### config.mk
export PLATFORM = sky130hd
export DESIGN_NAME = fft_bitrev_reorder_flat
export DESIGN_NICKNAME = d
export VERILOG_FILES = /design/src/rtl/fft_bitrev_reorder_if.sv /design/src/rtl/fft_bitrev_reorder.sv /design/src/flat_wrapper.sv
export SDC_FILE = /design/constraint.sdc
export NUM_CORES = 1
export LEC_CHECK = 0
export CAP_MARGIN = 20
export CORE_MARGIN = 2
export CORE_UTILIZATION = 51
export CTS_CLUSTER_DIAMETER = 30
export DETAILED_ROUTE_END_ITERATION = 10
export HOLD_SLACK_MARGIN = 0.15
export MAX_ROUTING_LAYER = met4
export PLACE_DENSITY_LB_ADDON = 0.15
export REMOVE_ABC_BUFFERS = 1
export SYNTH_ARGS = -nofsm -noshare
export SYNTH_HDL_FRONTEND = slang
export SYNTH_SLANG_ARGS = --single-unit
export TNS_END_PERCENT = 100
### constraint.sdc
create_clock -name clk -period 4.8 [get_ports clk]
set_input_delay 0.96 -clock clk [delete_from_list [all_inputs] [get_ports clk]]
set_output_delay 0.96 -clock clk [all_outputs]
set_load 0.1 [all_outputs]
### src/rtl/fft_bitrev_reorder_if.sv
// Sample stream bundle for the FFT output reorder buffer: input samples from
// the FFT core and the reordered output stream with its frame markers.
interface fft_bitrev_reorder_if #(
  parameter int DATA_W = 11
);
  logic                     in_valid;
  logic signed [DATA_W-1:0] InRe;
  logic signed [DATA_W-1:0] InIm;
  logic                     out_valid;
  logic signed [DATA_W-1:0] OutRe;
  logic signed [DATA_W-1:0] OutIm;
  logic                     out_first;
  logic                     out_last;

  modport master (
    output in_valid, InRe, InIm,
    input  out_valid, OutRe, OutIm, out_first, out_last
  );

  modport slave (
    input  in_valid, InRe, InIm,
    output out_valid, OutRe, OutIm, out_first, out_last
  );
endinterface

### src/rtl/fft_bitrev_reorder.sv
// Ping-pong reorder buffer: converts each N-point FFT frame from bit-reversed
// to natural order (or plain frame delay) at one sample per clock, no stall.
module fft_bitrev_reorder #(
  parameter int DATA_W = 11,
  parameter int LOG2N  = 5,
  parameter bit BITREV = 1'b1
) (
  input logic                  clk,
  input logic                  i_rst,
  fft_bitrev_reorder_if.slave  bus
);

  localparam int N = 1 << LOG2N;
  localparam logic [LOG2N-1:0] CNT_LAST = '1;

  localparam logic [0:0] IDLE   = 1'b0;
  localparam logic [0:0] STREAM = 1'b1;

  logic [2*DATA_W-1:0] mem [2*N];

  logic [LOG2N-1:0] wr_cnt;
  logic [LOG2N-1:0] wr_addr;
  logic             wr_bank;
  logic [1:0]       full;
  logic             fill_done;

  logic [0:0]       state;
  logic             rd_bank;
  logic [LOG2N-1:0] rd_cnt;

  logic             issue;
  logic             iss_bank;
  logic [LOG2N-1:0] iss_cnt;
  logic             iss_end;
  logic             chain;
  logic [2*DATA_W-1:0] rd_word;

  always_comb begin
    wr_addr = wr_cnt;
    if (BITREV) begin
      for (int unsigned i = 0; i < LOG2N; i++) begin
        wr_addr[i] = wr_cnt[LOG2N-1-i];
      end
    end
  end

  assign fill_done = bus.in_valid && (wr_cnt == CNT_LAST);

  // IDLE issues index 0 on the same edge it leaves, so the first output lands
  // one cycle after the bank fills; STREAM then continues from rd_cnt.
  always_comb begin
    issue    = 1'b0;
    iss_bank = rd_bank;
    iss_cnt  = rd_cnt;
    if (state == STREAM) begin
      issue = 1'b1;
    end else begin
      issue    = |full;
      iss_bank = (&full) ? wr_bank : full[1];
      iss_cnt  = '0;
    end
  end

  assign iss_end = issue && (iss_cnt == CNT_LAST);
  assign chain   = full[~iss_bank] || (fill_done && (wr_bank != iss_bank));
  assign rd_word = mem[{iss_bank, iss_cnt}];

  always_ff @(posedge clk) begin
    if (bus.in_valid) begin
      mem[{wr_bank, wr_addr}] <= {bus.InRe, bus.InIm};
    end
  end

  always_ff @(posedge clk or posedge i_rst) begin
    if (i_rst) begin
      wr_cnt        <= '0;
      wr_bank       <= 1'b0;
      full          <= '0;
      state         <= IDLE;
      rd_bank       <= 1'b0;
      rd_cnt        <= '0;
      bus.out_valid <= 1'b0;
      bus.out_first <= 1'b0;
      bus.out_last  <= 1'b0;
      bus.OutRe     <= '0;
      bus.OutIm     <= '0;
    end else begin
      if (bus.in_valid) begin
        wr_cnt <= wr_cnt + 1'b1;
        if (fill_done) begin
          wr_bank <= ~wr_bank;
        end
      end

      // A clear and a set on the same edge always target different banks.
      full[0] <= (full[0] && !(iss_end && !iss_bank)) || (fill_done && !wr_bank);
      full[1] <= (full[1] && !(iss_end &&  iss_bank)) || (fill_done &&  wr_bank);

      bus.out_valid <= issue;
      bus.out_first <= issue && (iss_cnt == '0);
      bus.out_last  <= iss_end;
      if (issue) begin
        bus.OutRe <= rd_word[2*DATA_W-1:DATA_W];
        bus.OutIm <= rd_word[DATA_W-1:0];
        if (iss_end) begin
          if (chain) begin
            state   <= STREAM;
            rd_bank <= ~iss_bank;
            rd_cnt  <= '0;
          end else begin
            state   <= IDLE;
          end
        end else begin
          state   <= STREAM;
          rd_bank <= iss_bank;
          rd_cnt  <= iss_cnt + 1'b1;
        end
      end
    end
  end

`ifndef SYNTHESIS
  always_ff @(posedge clk) begin
    if (!i_rst && bus.in_valid) begin
      assert (!full[wr_bank])
        else $error("write into bank %0d while it is still full", wr_bank);
    end
  end
`endif

endmodule

### src/flat_wrapper.sv
// flat-port wrapper written by rule: the top's interface ports become plain ports
module fft_bitrev_reorder_flat 
#(
  parameter int DATA_W = 11,
  parameter int LOG2N  = 5,
  parameter bit BITREV = 1'b1
)
  (clk, i_rst, bus_in_valid, bus_InRe, bus_InIm, bus_out_valid, bus_OutRe, bus_OutIm, bus_out_first, bus_out_last);
  fft_bitrev_reorder_if #(.DATA_W(DATA_W)) bus_i ();
  input logic clk;
  input logic i_rst;
  input wire logic [$bits(bus_i.in_valid)-1:0] bus_in_valid;
  input wire logic [$bits(bus_i.InRe)-1:0] bus_InRe;
  input wire logic [$bits(bus_i.InIm)-1:0] bus_InIm;
  output wire logic [$bits(bus_i.out_valid)-1:0] bus_out_valid;
  output wire logic [$bits(bus_i.OutRe)-1:0] bus_OutRe;
  output wire logic [$bits(bus_i.OutIm)-1:0] bus_OutIm;
  output wire logic [$bits(bus_i.out_first)-1:0] bus_out_first;
  output wire logic [$bits(bus_i.out_last)-1:0] bus_out_last;
  assign bus_i.in_valid = bus_in_valid;
  assign bus_i.InRe = bus_InRe;
  assign bus_i.InIm = bus_InIm;
  assign bus_out_valid = bus_i.out_valid;
  assign bus_OutRe = bus_i.OutRe;
  assign bus_OutIm = bus_i.OutIm;
  assign bus_out_first = bus_i.out_first;
  assign bus_out_last = bus_i.out_last;
  fft_bitrev_reorder #(.DATA_W(DATA_W), .LOG2N(LOG2N), .BITREV(BITREV)) u_core (.clk(clk), .i_rst(i_rst), .bus(bus_i));
endmodule
[Word-level counts from Yosys, hierarchy flattened]
Memory sizes are Yosys's and may differ from the RTL's. A register that Yosys moved wholly into a read port is not among the register bits.
Cells that the tools add are included.
Storage, ports and cells
  RAM bits: 1408
  input bits: 25
  output and inout port bits: 25
  register bits after elaboration: 18
  memories: 1
  logic and storage cells: 55
Operators by class
  reductions and logical operators: 22
  add/subtract/negate cells: 2
  magnitude comparators: 1
  eq/ne operators: 4
  bitwise logic cells: 2
  mux-type cells: 14
Memories
  u_core.mem: depth 64, bits a word 22, read ports 1, clocked after Yosys merged registers in 1, wr ports 1, RTL line fft_bitrev_reorder.sv:19  | logic [2*DATA_W-1:0] mem [2*N];
Operators with widths (number)
  5-bit 2-to-1 mux: 3
  1-bit 2-to-1 mux: 11
  5-bit by 1-bit adder with 5-bit output, second input constant: 2
  5-bit equality test, second input constant: 2
  1-bit logical AND: 10
  2-bit AND reduction: 3
  5-bit logical NOT: 1
  1-bit logical NOT: 4
  1-bit logical OR: 3
  1-bit by 2-bit less-than comparator with 1-bit output, second input constant: 1
  2-bit != test, second input constant: 1
  1-bit NOT: 2
  2-bit OR reduction: 1
  1-bit != test: 1

[Logic depth before layout (Yosys ltp)]
Gate-level depths: netlist of the first run.
  depth in word-level cells: 9
  gate-level depth with buffers: 14
  gate-level depth less buffers: 10

[Worst setup path before layout of the first run]
OpenSTA, ideal clock, no wires.
  kind: input -> register
  from: in bus_in_valid
  to: mem u_core.mem[48][0] (netlist name) (enable)
  cell stages on the path: 2
  library setup time: 457 ps
  slack: 980 ps
  required time: 4343 ps
  buffers on the path: 0
  arrival time: 3363 ps
  cells stage by stage: nand4b_1 nor4_1
On the way
  word-level cells in the longest chain between the ends: 2
RTL lines
  start: declaration: RTL line flat_wrapper.sv:12  | input wire logic [$bits(bus_i.in_valid)-1:0] bus_in_valid;
  1-bit 2-to-1 mux: RTL line fft_bitrev_reorder.sv:69  | if (bus.in_valid) begin
  1-bit 2-to-1 mux (not written as such): RTL line fft_bitrev_reorder.sv:70  | mem[{wr_bank, wr_addr}] <= {bus.InRe, bus.InIm};
  end: declaration: RTL line fft_bitrev_reorder.sv:19
No other way between the ends.

[Worst setup path after layout of the first run]
  from: reg u_core.rd_cnt[0]
  to: reg u_core.bus.OutRe[7], read port of u_core.mem
On the way
  word-level cells in the longest chain between the ends: 1
RTL lines
  start: declaration: RTL line fft_bitrev_reorder.sv:29  | logic [LOG2N-1:0] rd_cnt;
  start signal: assignment: RTL line fft_bitrev_reorder.sv:116  | rd_cnt <= iss_cnt + 1'b1;
  5-bit 2-to-1 mux: RTL line fft_bitrev_reorder.sv:55  | if (state == STREAM) begin
  end: declaration: RTL line fft_bitrev_reorder_if.sv:22  | output out_valid, OutRe, OutIm, out_first, out_last
No other way between the ends.
A chain may end at the register's enable or synchronous reset.

==> results of run 1 <==
flip-flops by register name, indices dropped and copies added, names as in the netlist:
name and count:
u_core.bus.OutIm 11, u_core.bus.OutRe 11, u_core.bus.out_first 1, u_core.bus.out_last 1
u_core.bus.out_valid 1, u_core.full 2, u_core.mem 1408, u_core.rd_bank 1
u_core.rd_cnt 5, u_core.state 1, u_core.wr_bank 1, u_core.wr_cnt 5
stage by stage:
step / cell area (um2) / hold slack [ns]
after detailed placement: 59600 / 0.548
after global placement: 59500 / 0.553
after floorplan: 55900 / 0.530
final: 68700 / 0.526
after CTS: 68600 / 0.541
after global routing: 68700 / 0.499
per-layer routing:
| metal | share of wire, % | GRT usage [%] | wire length [um] |
|---|---|---|---|
| met5 | 0 | - | 0 |
| met4 | 2.9 | 9.46 | 4770 |
| met3 | 11 | 7.52 | 18200 |
| met2 | 45 | 42.3 | 74400 |
| met1 | 41 | 41.5 | 69000 |
path summary, 6_finish.rpt:
check	cells past startpoint	slack [ns]	startpoint	endpoint
setup / recovery	8	0.53	u_core.rd_cnt[0]$_DFFE_PP0P_	u_core.bus.OutRe[7]$_DFFE_PP0P_
hold reg to reg	2	0.56	u_core.bus.OutIm[9]$_DFFE_PP0P_	u_core.bus.OutIm[9]$_DFFE_PP0P_
hold / removal	1	0.53	bus_InIm[7]	u_core.mem[63][7]$_DFFE_PP_
setup reg to reg	8	0.53	u_core.rd_cnt[0]$_DFFE_PP0P_	u_core.bus.OutRe[7]$_DFFE_PP0P_
max in group asynchronous	3	3.73	i_rst	u_core.state$_DFFE_PP0P_
min in group asynchronous	3	0.55	i_rst	u_core.bus.out_valid$_DFF_PP0_
logic make-up (layout without fill, tap and decap cells):
logic type,count (synthesis),count (layout),synth area share [%]
adders and majority gates,7,7,0.153
buffers and inverters,266,696,2.45
and+or+nand+nor,496,496,4.08
DFF,1448,1448,75.6
AOI/OAI and AO/OA,868,868,10.9
xor gates and xnor gates,5,5,0.0765
muxes,377,377,6.76
other,0,5,0
layout make-up:
class	instances	area [um2]
sequential	1448	43300
fill	7864	42200
multi-input combinational	1753	12800
clock buffer	321	7290
tap	1488	1860
clock inverter	160	1780
timing repair buffer	201	1660
inverter	14	60.1
antenna	5	12.5
worst reg2reg max path, cell delays in order, from the launching register on:
cell	delay [ns]
sky130_fd_sc_hd__dfrtp_4	0.60
sky130_fd_sc_hd__buf_12	0.43
sky130_fd_sc_hd__and2_1	0.79
sky130_fd_sc_hd__buf_4	0.49
sky130_fd_sc_hd__a22oi_1	0.20
sky130_fd_sc_hd__o31a_1	0.18
sky130_fd_sc_hd__o21ai_0	0.85
sky130_fd_sc_hd__o32ai_1	0.37
sky130_fd_sc_hd__a31oi_1	0.26
cells in the final DEF (no fill, tap or decap), types with 56 or more instances in the layout:
cell type / count
sky130_fd_sc_hd__clkbuf_16: 284
sky130_fd_sc_hd__a21oi_1: 106
sky130_fd_sc_hd__a22oi_1: 132
sky130_fd_sc_hd__nand2_1: 151
sky130_fd_sc_hd__o22ai_1: 177
sky130_fd_sc_hd__a211oi_1: 67
sky130_fd_sc_hd__edfxtp_1: 1408
sky130_fd_sc_hd__nor2_2: 56
sky130_fd_sc_hd__mux2i_1: 325
sky130_fd_sc_hd__buf_4: 141
sky130_fd_sc_hd__nor2_1: 80
report_power, final:
part           total [uW]  switching (uW)  internal (uW)
clock network       18700            6200          12500
logic                1190             927            266
registers           14600             214          14400
total               34500            7340          27200
==> insert_results.sql, run 1 <==
INSERT INTO impl_metrics (metric_group, metric, value, unit) VALUES
('synth', 'netlist_instances', '3467', ''),
('floorplanning', 'area_of_the_core', '111000', 'um2'),
('setup_path', 'critPathKind', 'reg -> reg', ''),
('synth', 'synth_area_leaders', 'sky130_fd_sc_hd__edfxtp_1, sky130_fd_sc_hd__mux2i_1, sky130_fd_sc_hd__o22ai_1, sky130_fd_sc_hd__dfrtp_1, sky130_fd_sc_hd__a22oi_1', ''),
('clock_network', 'post_cts.repair.setup_buffers', '0', ''),
('pwr', 'peakVddDrop', '0.383', 'mV'),
('clock_network', 'postCtsResizedCells', '0', ''),
('synth', 'yosysSeqAreaShare', '75.6', '%'),
('setup_path', 'critical_path.n_buffers_inverters', '2', ''),
('timing', 'finalHoldViolCount', '0', ''),
('layout', 'proportion_of_layout_cells_with_a_drive_suffix_above_1', '18.8', '%'),
('layout', 'num-nets-final', '3729', ''),
('flow_run', 'max_cap_violations', '0', ''),
('drt', 'routed-via-count', '34500', ''),
('pwr', 'report.power.total', '34500', 'uW'),
('place', 'routability_congestion_estimate', '0.950', ''),
('synth', 'post-synth-top-area-cell', 'sky130_fd_sc_hd__edfxtp_1', ''),
('synth', 'synth_top_cells_by_count', 'sky130_fd_sc_hd__edfxtp_1, sky130_fd_sc_hd__mux2i_1, sky130_fd_sc_hd__o22ai_1', ''),
('grt', 'grt_max_degree', '136', ''),
('setup_path', 'timing.critical_path.to_type', 'flop', ''),
('timing', 'slew-limit-headroom', '21.2', '%'),
('floorplanning', 'fp.dieW', '339', 'um'),
('grt', 'globalRoute.totalOverflow', '0', ''),
('floorplanning', 'die_area', '115000', 'um2'),
('timing', 'measured_slew_at_the_worst_slew_check_pin', '1.18', 'ns'),
('run_status', 'result_of_the_run', 'completed', ''),
('grt', 'global_route.usage.total', '29.5', '%'),
('timing', 'maxClockFrequency', '0.234', 'GHz'),
('synth', 'synth.yosys.warnings', '0', ''),
('timing', 'final.setup_skew', '0.0499', 'ns'),
('floorplanning', 'die_h', '339', 'um'),
('drt', 'avgRoutedWirePerCell', '30.9', 'um'),
('timing', 'timing.final.max_slew_violations', '0', ''),
('drt', 'detail_route.drc_violations', '0', ''),
('timing', 'final.min_clock_period', '4.27', 'ns'),
('setup_path', 'cell_family_with_most_cp_delay', 'compound AO/OA/AOI/OAI gates', ''),
('place', 'hpwlAfterDp', '99100', 'um'),
('synth', 'ys_async_sr_fraction', '2.76', '%'),
('synth', 'yosys.cell_count.top_type', 'sky130_fd_sc_hd__edfxtp_1', ''),
('grt', 'grt_pass1_wl', '238000', 'um'),
('timing', 'fin_tns_setup', '0', 'ns'),
('setup_path', 'critical_path.cell_chain', 'buf_12 -> and2_1 -> buf_4 -> a22oi_1 -> o31a_1 -> o21ai_0 -> o32ai_1 -> a31oi_1', ''),
('layout', 'filler_free_cell_count_of_the_finished_design', '5390', ''),
('timing', 'setup-violations-final', '0', ''),
('clock_network', 'cts_tree', 'built', ''),
('setup_path', 'worst-endpoint-required', '5.56', 'ns'),
('synth', 'synth-edff-count', '1408', ''),
('grt', 'first_global_vias', '33800', ''),
('drt', 'detail_route.iter0.violations', '4491', ''),
('clock_network', 'clkLatencyLatePin', '0.87', 'ns'),
('drt', 'ant_nets', '0', ''),
('synth', 'synthFlopType', 'sky130_fd_sc_hd__edfxtp_1', ''),
('timing', 'finalCritPeriodShare', '88.9', '%'),
('floorplanning', 'floorplan.initialDensity', '51.6', '%'),
('synth', 'synth_area_per_cell', '16.5', 'um2'),
('drt', 'drt-total-wl', '166000', 'um'),
('floorplanning', 'boundaryPins', '50', ''),
('clock_network', 'tritoncts.num_buffers', '279', ''),
('min_path', 'min-delay-path-class', 'in -> reg', ''),
('layout', 'postLayoutCoreUtil', '61.9', '%'),
('synth', 'post_synth_num_cell_types', '64', ''),
('place', 'place_worst_setup_slack', '0.824', 'ns'),
('pwr', 'power.static_leakage', '0.0221', 'uW'),
('clock_network', 'cts.clk_slew.worst_paths', '0.05', 'ns'),
('setup_path', 'critical-path-slowest-cell', 'sky130_fd_sc_hd__o21ai_0', ''),
('synth', 'ys_ff_latch', '1448', ''),
('setup_path', 'cp_data_arrival_time', '5.03', 'ns'),
('clock_network', 'cts_root_buf', 'sky130_fd_sc_hd__clkbuf_16', ''),
('synth', 'synthesized_area', '57300', 'um2'),
('drt', 'first_drt_pass_iteration_count', '7', ''),
('clock_network', 'post_cts_hold_buffer_count', '0', '');
(Power assumes the default switching activity.)
==> run 2, diff against run 1 <==
--- a/config.mk
+++ b/config.mk
@@ -5,7 +5,7 @@
 export SDC_FILE = /design/constraint.sdc
 export NUM_CORES = 1
 export LEC_CHECK = 0
-export CAP_MARGIN = 20
+export CAP_MARGIN = 15
 export CORE_MARGIN = 2
 export CORE_UTILIZATION = 51
 export CTS_CLUSTER_DIAMETER = 30
@@ -14,6 +14,7 @@
 export MAX_ROUTING_LAYER = met4
 export PLACE_DENSITY_LB_ADDON = 0.15
 export REMOVE_ABC_BUFFERS = 1
+export SLEW_MARGIN = 5
 export SYNTH_ARGS = -nofsm -noshare
 export SYNTH_HDL_FRONTEND = slang
 export SYNTH_SLANG_ARGS = --single-unit
==> insert_results.sql, run 2 (synthesized netlist as in run 1, its figures left out) <==
INSERT INTO impl_metrics (metric_group, metric, value, unit) VALUES
('layout', 'layout.filler_cells', '7847', ''),
('setup_path', 'worstPathMaxFanout', '118', ''),
('drt', 'ant_nets', '0', ''),
('layout', 'postLayoutCoreUtil', '61.9', '%'),
('setup_path', 'cp_data_arrival_time', '4.89', 'ns'),
('grt', 'first_global_vias', '34000', ''),
('clock_network', 'cts_tree', 'built', ''),
('clock_network', 'postCtsResizedCells', '0', ''),
('pwr', 'power.static_leakage', '0.0220', 'uW'),
('grt', 'grt_max_degree', '136', ''),
('clock_network', 'post_cts.repair.setup_buffers', '0', ''),
('floorplanning', 'area_of_the_core', '111000', 'um2'),
('clock_network', 'cts.htree.levels', '5', ''),
('min_path', 'min-delay-path-class', 'in -> reg', ''),
('floorplanning', 'die_area', '115000', 'um2'),
('layout', 'seq_area', '43300', 'um2'),
('drt', 'detail_route.iter0.violations', '4920', ''),
('setup_path', 'critical_path.n_buffers_inverters', '2', ''),
('setup_path', 'critPathKind', 'reg -> reg', ''),
('clock_network', 'number_of_clock_sinks', '1448', ''),
('layout', 'largest_register_ff_count', '1408', ''),
('drt', 'avgRoutedWirePerCell', '31.0', 'um'),
('floorplanning', 'fp.dieW', '339', 'um'),
('grt', 'globalRoute.totalOverflow', '0', ''),
('timing', 'finalCritPeriodShare', '87.8', '%'),
('drt', 'routed-via-count', '34700', ''),
('layout', 'most_common_cell_after_layout_fill_and_taps_aside', 'sky130_fd_sc_hd__edfxtp_1', ''),
('setup_path', 'cell_family_with_most_cp_delay', 'compound AO/OA/AOI/OAI gates', ''),
('setup_path', 'critical-path-slowest-cell', 'sky130_fd_sc_hd__o32ai_1', ''),
('timing', 'slew-limit-headroom', '15.9', '%'),
('flow_run', 'max_cap_violations', '0', ''),
('timing', 'maxClockFrequency', '0.237', 'GHz'),
('layout', 'proportion_of_layout_cells_with_a_drive_suffix_above_1', '18.6', '%'),
('timing', 'fin_hold_ws', '0.537', 'ns'),
('grt', 'global_route.usage.total', '29.7', '%'),
('timing', 'final.min_clock_period', '4.22', 'ns'),
('grt', 'antenna_found_initial', '11', ''),
('layout', 'layout_top_registers', 'u_core.mem: 1408 flops, u_core.bus.OutIm: 11 flops, u_core.bus.OutRe: 11 flops', ''),
('timing', 'fin_tns_setup', '0', 'ns'),
('pwr', 'powerDensity', '502', 'nW/um2'),
('timing', 'finalHoldViolCount', '0', ''),
('layout', 'largest_register_by_flop_count', 'u_core.mem', ''),
('floorplanning', 'die_h', '339', 'um'),
('setup_path', 'timing.critical_path.slowest_cell_delay', '0.84', 'ns'),
('layout', 'final_cell_mix', 'sky130_fd_sc_hd__edfxtp_1, sky130_fd_sc_hd__mux2i_1, sky130_fd_sc_hd__clkbuf_16', ''),
('clock_network', 'post_cts_hold_buffer_count', '0', ''),
('grt', 'grt_pass1_wl', '239000', 'um'),
('timing', 'timing.final.max_slew_violations', '0', ''),
('setup_path', 'timing.critical_path.to_type', 'flop', ''),
('drt', 'drt-total-wl', '168000', 'um'),
('setup_path', 'setup.worst_path.start_class', 'flop', ''),
('place', 'hpwlAfterDp', '98600', 'um'),
('timing', 'grt_setup_unrepaired', 'false', ''),
('place', 'io_buffers', '49', ''),
('timing', 'measured_slew_at_the_worst_slew_check_pin', '1.26', 'ns'),
('drt', 'detail_route.vias_per_cell', '6.43', ''),
('floorplanning', 'floorplan.rows', '122', ''),
('clock_network', 'cts_root_buf', 'sky130_fd_sc_hd__clkbuf_16', ''),
('setup_path', 'worst-endpoint-required', '5.47', 'ns'),
('drt', 'first_drt_pass_iteration_count', '6', ''),
('floorplanning', 'floorplan.initialDensity', '51.6', '%'),
('clock_network', 'clkLatencyLatePin', '0.85', 'ns'),
('clock_network', 'ctsLongestPathBuffers', '4', ''),
('layout', 'num-nets-final', '3730', ''),
('clock_network', 'cts.clk_slew.worst_paths', '0.05', 'ns'),
('layout', 'area_used_by_multi_input_combinational_logic', '12800', 'um2'),
('setup_path', 'critical_path.cell_chain', 'buf_12 -> buf_4 -> mux2i_1 -> o221ai_1 -> and3_1 -> o32ai_1 -> a31oi_1', ''),
('timing', 'setup-violations-final', '0', ''),
('place', 'routability_congestion_estimate', '0.950', ''),
('layout', 'syn2layout_area_growth', '20.0', '%'),
('timing', 'final.setup_skew', '0.0360', 'ns'),
('clock_network', 'tritoncts.num_buffers', '283', ''),
('pwr', 'peakVddDrop', '0.371', 'mV'),
('floorplanning', 'boundaryPins', '50', ''),
('drt', 'detail_route.drc_violations', '0', ''),
('run_status', 'result_of_the_run', 'completed', '');
[run 2: worst paths after layout]
kind | startpoint | end | slack, ns | depth (start not counted)
max | u_core.rd_cnt[0]$_DFFE_PP0P_ | u_core.bus.OutRe[8]$_DFFE_PP0P_ | 0.58 | 7
min | bus_InIm[7] | u_core.mem[15][7]$_DFFE_PP_ | 0.54 | 1
max reg2reg | u_core.rd_cnt[0]$_DFFE_PP0P_ | u_core.bus.OutRe[8]$_DFFE_PP0P_ | 0.58 | 7
max in group asynchronous | i_rst | u_core.rd_cnt[0]$_DFFE_PP0P_ | 3.71 | 3
min reg2reg | u_core.bus.OutIm[9]$_DFFE_PP0P_ | u_core.bus.OutIm[9]$_DFFE_PP0P_ | 0.57 | 2
min in group asynchronous | i_rst | u_core.bus.OutIm[9]$_DFFE_PP0P_ | 0.58 | 3
[run 2: worst reg2reg max path, delay by kind of cell (launching register included)]
family                 cells  cell delay (ns)
and+or+nand+nor            1             0.27
AOI/OAI and AO/OA          3             1.24
buffers and inverters      2             1.45
DFF                        1             0.60
muxes                      1             0.48
[run 2: through the flow]
step           instances  area, um2  total power (uW)  worst slack, ns
6_report            5398      68700             34500            0.585
5_1_grt             5395      68700             35300            0.484
3_3_place_gp        4897      59500             15900            0.513
3_5_place_dp        4898      59500             16000            0.793
4_1_cts             5389      68600             34600            0.736
2_1_floorplan       3215      55900             15300           -16.42
[run 2: power by group]
| part | internal (uW) | leakage [uW] | total (uW) | switching, uW |
|---|---|---|---|---|
| logic | 261 | 0.00453 | 1190 | 928 |
| registers | 14400 | 0.0131 | 14600 | 215 |
| clock network | 12400 | 0.00439 | 18700 | 6260 |
| total | 27100 | 0.0220 | 34500 | 7400 |
[run 2: area by class of cell]
type | count | area share, %
multi-input combinational | 1753 | 18.6
antenna | 6 | 0.0219
timing repair buffer | 198 | 2.33
clock buffer | 327 | 10.8
clock inverter | 164 | 2.41
sequential | 1448 | 63.0
tap | 1488 | 2.71
inverter | 14 | 0.0874
[run 2: metal layers]
layer	part of all wire, %	wire length [um]	vias up	global-route usage [%]
met5	0	0	-	-
met4	2.8	4630	0	9.51
met3	11	18800	282	7.12
met2	45	75200	2139	42.6
met1	41	68900	17700	42.0
li1	-	-	14600	-
